$ cat src/rtl/tick_sched_pkg.sv
// Shared opcode values and event-port state encoding for tick_scheduler.
package tick_sched_pkg;

  localparam logic [1:0] OP_LOAD  = 2'd0;
  localparam logic [1:0] OP_START = 2'd1;
  localparam logic [1:0] OP_STOP  = 2'd2;
  localparam logic [1:0] OP_CLEAR = 2'd3;

  typedef enum logic {
    S_IDLE  = 1'b0,
    S_OFFER = 1'b1
  } evt_state_e;

endpackage

$ cat src/rtl/tick_scheduler_rr_arbiter.sv
// Combinational round-robin pick: first set request at or after ptr, wrapping.
// N must be a power of two so the index arithmetic wraps for free.
module rr_arbiter #(
  parameter int N = 4,
  localparam int IW = (N > 1) ? $clog2(N) : 1
) (
  input  logic [N-1:0]  req,
  input  logic [IW-1:0] ptr,
  output logic [IW-1:0] grant_idx,
  output logic          any
);

  // Scan from the farthest offset down so the nearest request is written last.
  always_comb begin
    grant_idx = ptr;
    any       = 1'b0;
    for (int i = N - 1; i >= 0; i--) begin
      if (req[ptr + IW'(i)]) begin
        grant_idx = ptr + IW'(i);
        any       = 1'b1;
      end
    end
  end

endmodule

$ cat src/rtl/tick_scheduler.sv
// Shared-prescaler multi-channel timer with a round-robin expiry event port.
// Define TICK_SCHED_PERIODIC_EN to enable periodic channels; otherwise all are one-shot.
//
// state   | meaning
// S_IDLE  | no offer; picks the next pending channel round-robin from ptr
// S_OFFER | evt_ch is offered until consumed or cleared
module tick_scheduler
  import tick_sched_pkg::*;
#(
  parameter int NCH = 4,
  parameter int CW  = 16,
  parameter int DIV = 500000,
  localparam int CHW = $clog2(NCH),
  localparam int PW  = $clog2(DIV)
) (
  input  logic           CLK,
  input  logic           rst,
  input  logic           cmd_valid,
  output logic           cmd_ready,
  input  logic [1:0]     cmd_op,
  input  logic [CHW-1:0] cmd_ch,
  input  logic [CW-1:0]  cmd_data,
  output logic           tick,
  output logic [NCH-1:0] run,
  output logic [NCH-1:0] overrun,
  output logic           evt_valid,
  output logic [CHW-1:0] evt_ch,
  input  logic           evt_ready
);

  localparam logic [PW-1:0] PCNT_LAST = PW'(DIV - 1);

  logic [PW-1:0]  pcnt;
  logic           cmd_fire;
  logic           clear_offered;
  logic           evt_done;
  logic [NCH-1:0] pending;

  evt_state_e     state_q, state_d;
  logic [CHW-1:0] evt_ch_q, evt_ch_d;
  logic [CHW-1:0] ptr_q, ptr_d;
  logic [CHW-1:0] grant_idx;
  logic           grant_any;

  always_ff @(posedge CLK or posedge rst) begin
    if (rst) begin
      pcnt <= '0;
    end else if (pcnt == PCNT_LAST) begin
      pcnt <= '0;
    end else begin
      pcnt <= pcnt + PW'(1);
    end
  end

  // Commands are refused on tick so a channel never sees a command and a decrement together.
  assign tick      = (pcnt == PCNT_LAST);
  assign cmd_ready = ~tick;
  assign cmd_fire  = cmd_valid & cmd_ready;

  assign clear_offered = cmd_fire && (cmd_op == OP_CLEAR) && (cmd_ch == evt_ch_q);
  assign evt_done      = evt_valid && (evt_ready || clear_offered);

  for (genvar i = 0; i < NCH; i++) begin : g_ch
    logic [CW-1:0] reload_q;
    logic [CW-1:0] cnt_q;
    logic          run_q;
    logic          pend_q;
    logic          ovr_q;
    logic          sel;
    logic          clr;
    logic          expire;
    logic          served;

    assign sel    = cmd_fire && (cmd_ch == CHW'(i));
    assign clr    = sel && (cmd_op == OP_CLEAR);
    assign expire = tick && run_q && (cnt_q == CW'(1));
    assign served = evt_done && (evt_ch_q == CHW'(i));

`ifdef TICK_SCHED_PERIODIC_EN
    logic per_q;

    always_ff @(posedge CLK or posedge rst) begin
      if (rst) begin
        per_q <= 1'b0;
      end else if (sel && (cmd_op == OP_START) && (reload_q != '0)) begin
        per_q <= cmd_data[0];
      end
    end
`endif

    always_ff @(posedge CLK or posedge rst) begin
      if (rst) begin
        reload_q <= '0;
        cnt_q    <= '0;
        run_q    <= 1'b0;
      end else if (tick) begin
        if (expire) begin
`ifdef TICK_SCHED_PERIODIC_EN
          cnt_q <= per_q ? reload_q : '0;
          run_q <= per_q;
`else
          cnt_q <= '0;
          run_q <= 1'b0;
`endif
        end else if (run_q) begin
          cnt_q <= cnt_q - CW'(1);
        end
      end else if (sel) begin
        unique case (cmd_op)
          OP_LOAD: begin
            reload_q <= cmd_data;
            cnt_q    <= '0;
            run_q    <= 1'b0;
          end
          OP_START: begin
            if (reload_q != '0) begin
              cnt_q <= reload_q;
              run_q <= 1'b1;
            end
          end
          OP_STOP:  run_q <= 1'b0;
          OP_CLEAR: ;
        endcase
      end
    end

    // A new expiry beats a same-cycle consume, so the channel stays pending.
    always_ff @(posedge CLK or posedge rst) begin
      if (rst) begin
        pend_q <= 1'b0;
        ovr_q  <= 1'b0;
      end else begin
        if (expire) begin
          pend_q <= 1'b1;
          if (pend_q && !served) begin
            ovr_q <= 1'b1;
          end
        end else if (served || clr) begin
          pend_q <= 1'b0;
        end
        if (clr) begin
          ovr_q <= 1'b0;
        end
      end
    end

    assign run[i]     = run_q;
    assign pending[i] = pend_q;
    assign overrun[i] = ovr_q;
  end

  rr_arbiter #(.N(NCH)) u_arb (
    .req       (pending),
    .ptr       (ptr_q),
    .grant_idx (grant_idx),
    .any       (grant_any)
  );

  always_ff @(posedge CLK or posedge rst) begin
    if (rst) begin
      state_q  <= S_IDLE;
      evt_ch_q <= '0;
      ptr_q    <= '0;
    end else begin
      state_q  <= state_d;
      evt_ch_q <= evt_ch_d;
      ptr_q    <= ptr_d;
    end
  end

  always_comb begin
    state_d  = state_q;
    evt_ch_d = evt_ch_q;
    ptr_d    = ptr_q;
    unique case (state_q)
      S_IDLE: begin
        if (grant_any) begin
          state_d  = S_OFFER;
          evt_ch_d = grant_idx;
        end
      end
      S_OFFER: begin
        if (evt_done) begin
          state_d = S_IDLE;
          ptr_d   = evt_ch_q + CHW'(1);
        end
      end
    endcase
  end

  always_comb begin
    evt_valid = (state_q == S_OFFER);
    evt_ch    = evt_ch_q;
  end

endmodule

$ cat config.mk
export PLATFORM = sky130hd
export DESIGN_NAME = tick_scheduler
export DESIGN_NICKNAME = d
export VERILOG_FILES = /design/src/rtl/tick_sched_pkg.sv /design/src/rtl/tick_scheduler_rr_arbiter.sv /design/src/rtl/tick_scheduler.sv
export SDC_FILE = /design/constraint.sdc
export NUM_CORES = 1
export LEC_CHECK = 0
export ABC_AREA = 1
export CELL_PAD_IN_SITES_DETAIL_PLACEMENT = 1
export CELL_PAD_IN_SITES_GLOBAL_PLACEMENT = 2
export CORE_ASPECT_RATIO = 1.5
export CORE_MARGIN = 2
export CORE_UTILIZATION = 30
export CTS_BUF_LIST = sky130_fd_sc_hd__clkbuf_4 sky130_fd_sc_hd__clkbuf_8
export CTS_CLUSTER_SIZE = 24
export DETAILED_ROUTE_END_ITERATION = 7
export GPL_ROUTABILITY_DRIVEN = 0
export PLACE_DENSITY_LB_ADDON = 0.05
export SLEW_MARGIN = 0
export SYNTH_ARGS = -nofsm -noshare
export SYNTH_HDL_FRONTEND = slang
export SYNTH_SLANG_ARGS = --single-unit
$ cat constraint.sdc
create_clock -name CLK -period 14.3 [get_ports CLK]
set_input_delay 2.145 -clock CLK [delete_from_list [all_inputs] [get_ports CLK]]
set_output_delay 2.145 -clock CLK [all_outputs]
set_load 0.02 [all_outputs]
==> impl_metrics.py <==
metrics = {
    "status": {
        "status": "complete, no violations",
    },
    "min_path": {
        "hold_start": "pcnt[0]$_DFF_PP0_",
        "hold_path.class": "reg2reg",
    },
    "global_routing": {
        "grt_pass1_vias": 9198,
        "antenna_found_initial": 1,
        "grt_pass1_wl_mm": 52.8,
        "overflow": 0,
        "grt_max_degree": 98,
        "gr-usage-all-layers_pct": 20.7,
    },
    "critical_path": {
        "crit_end": "tick",
        "critPathKind": "reg2out",
        "cp-startpoint": "pcnt[0]$_DFF_PP0_",
        "cp.required_ns": 12.15,
        "r2r_start": "pcnt[0]$_DFF_PP0_",
        "cp_slowest_cell": "clkdlybuf4s50_1",
        "cpPeakStageDelay_ns": 0.73,
        "path_max_fanout": 15,
        "crit_arrival_ns": 2.87,
        "cp_cell_sequence": "ha_1 -> nand3_2 -> inv_1 -> nand2_1 -> nor2_4 -> clkdlybuf4s50_1",
        "reg2reg_slack_ns": 11.09,
        "worst-r2r-cell-count": 10,
        "reg2reg_to": "g_ch[3].cnt_q[1]$_DFFE_PP0P_",
        "startpoint_type": "flip-flop",
        "cp-end-kind": "output port",
    },
    "die": {
        "initial_core_util_pct": 30.5,
        "die_x_um": 151,
        "core_area_mm2": 0.0319,
        "io_pins": 37,
        "fp.dieArea_mm2": 0.0340,
        "rows": 80,
        "die_y_um": 225,
    },
    "job": {
        "max_cap_viol_count": 0,
    },
    "placed_design": {
        "placedCellCount": 1784,
        "place_ws_ns": 9.08,
        "hpwl_mm": 24.5,
        "port-buffer-count": 36,
    },
    "sta": {
        "timing.hold.ws_ns": 0.464,
        "timing.setup.tns_ns": 0,
        "worst_slack_ns": 9.29,
        "min_period_ns": 5.01,
        "slew_violations": 0,
        "fin_crit_sh_pct": 35.1,
        "fmax_ghz": 0.199,
        "final-setup-viol-count": 0,
        "rsz0062_at_grt": "no",
        "finalHoldViolations": 0,
        "clock_skew_ns": 0.0130,
        "worst_pin_slew_ns": 1.24,
        "maxSlewHeadroom_pct": 17.5,
    },
    "yosys": {
        "synth_edf_count": 0,
        "syn_avg_cell_area_um2": 7.09,
        "ys.flop_type": "dfrtp_1",
        "ys_seq_area_share_pct": 42.1,
        "ys_top_cells_by_count": "nand2_1 (503), dfrtp_1 (164), inv_1 (148), nor2_1 (135), o21ai_0 (68)",
        "yosys-top-cells-area": "dfrtp_1 (42%), nand2_1 (19%), inv_1 (5.7%)",
        "synth.distinct_cells": 40,
        "synth_top_cell_by_area": "dfrtp_1",
        "synth_top_area_share_pct": 42.1,
        "syn_nets": 1413,
        "netlist_area_mm2": 0.00975,
        "yosysMostFrequentCell": "nand2_1",
        "synthCells": 1376,
        "ys_warn_count": 0,
        "async_flop_share_pct": 100,
        "synth-seq-cells": 164,
    },
    "power": {
        "power_density_mw_per_mm2": 129,
        "vdd_drop_max_uv": 51.6,
        "p_leak_nw": 5.38,
        "finalPower_mw": 1.40,
    },
    "final_layout": {
        "nets": 1430,
        "drive_gt1_share_pct": 5.69,
        "syn2layout_area_growth_pct": 11.4,
        "seq_area_mm2": 0.00410,
        "fillers": 4039,
        "multi_input_area_mm2": 0.00483,
        "layout.cells.non_filler": 1817,
    },
    "cts": {
        "path_clk_slew_ns": 0.09,
        "cts_tree": "yes",
        "cts_max_level": 4,
        "numCtsBuffers": 17,
        "post_cts_buffers": 0,
        "postCtsResizedCells": 0,
        "cts_num_sinks": 164,
        "clock_path_buffers": 2,
        "cts_hold_buf": 0,
        "clockRootBuffer": "clkbuf_8",
        "clk_latency_ns": 0.51,
    },
    "drt": {
        "avgViaCountPerCell": 4.84,
        "wire_per_inst_um": 18.4,
        "ant_nets": 0,
        "drc": 0,
        "finalWirelength_mm": 33.5,
        "detail_route.iter0.violations": 353,
        "firstDrtPassIters": 4,
        "vias": 8800,
    },
}
## per-stage QoR
stage | util [%] | cell area, um2
2_1_floorplan | - | 9750
3_3_place_gp | 32.6 | 10400
3_5_place_dp | 32.6 | 10400
4_1_cts | 34.0 | 10900
5_1_grt | 34.0 | 10900
6_report | 34.0 | 10900
## routing by layer
metal / vias up / track usage (%) / part of all wire (%)
met5: - / 0 / 0
met4: 0 / 6.81 / 2.2
met3: 32 / 2.86 / 2.4
met2: 102 / 37.1 / 52
met1: 4300 / 25.2 / 44
li1: 4366 / - / -
## critical path: cells and delay by family (launching register included)
family / cells / cell delay (ns)
AND/OR/NAND/NOR: 3 / 0.86
buffers and inverters: 2 / 0.89
flip-flops: 1 / 0.38
adder cells (fa/ha/maj): 1 / 0.23
## area by class of cell
class | count | area share [%]
inverter | 155 | 5.40
clock inverter | 12 | 1.62
sequential | 164 | 37.8
antenna | 1 | 0.0230
multi-input combinational | 1017 | 44.5
tap | 410 | 4.72
timing repair buffer | 38 | 3.46
clock buffer | 20 | 2.53
## cell usage in the layout (no fill, tap or decap), types with 7 or more instances in the layout
| master | n |
|---|---|
| dfrtp_1 | 164 |
| clkdlybuf4s50_1 | 36 |
| inv_1 | 147 |
| nand3_1 | 67 |
| ha_1 | 13 |
| nor3_1 | 30 |
| nor2_1 | 133 |
| nand4_1 | 25 |
| a21oi_1 | 12 |
| xor2_1 | 33 |
| nand2_1 | 503 |
| xnor2_1 | 13 |
| clkbuf_8 | 20 |
| o21ai_0 | 68 |
| o21ai_2 | 9 |
| inv_2 | 7 |
| o22ai_1 | 20 |
| o21ai_1 | 38 |
## power breakdown
part,internal (mW),switching [mW],total (mW)
Sequential,0.541,0.0735,0.614
Clock,0.204,0.198,0.402
Combinational,0.138,0.248,0.387
## logic make-up after synthesis
family | count (synthesis) | share of synthesized area (%)
DFF | 164 | 42.1
and+or+nand+nor | 803 | 34.8
adders and majority gates | 13 | 1.67
AOI/OAI and AO/OA | 155 | 8.81
xor gates and xnor gates | 46 | 4.13
buffers and inverters | 195 | 8.47
## worst min-delay path by stage
stage	slack [ns]	cells past startpoint	end
after floorplan	0.43	1	pcnt[0]$_DFF_PP0_
after global placement	0.45	1	pcnt[0]$_DFF_PP0_
after detailed placement	0.45	1	pcnt[0]$_DFF_PP0_
after CTS	0.47	1	pcnt[0]$_DFF_PP0_
after global routing	0.51	1	pcnt[0]$_DFF_PP0_
final	0.46	1	pcnt[0]$_DFF_PP0_
## sequential cells by signal (all words and copies together), names as in the netlist
register,flops
g_ch.cnt_q,64
g_ch.reload_q,64
g_ch.ovr_q,4
g_ch.pend_q,4
ptr_q,2
pcnt,19
evt_ch,2
g_ch.run_q,4
evt_valid,1
No activity file was read; power rests on OpenSTA's default activity.
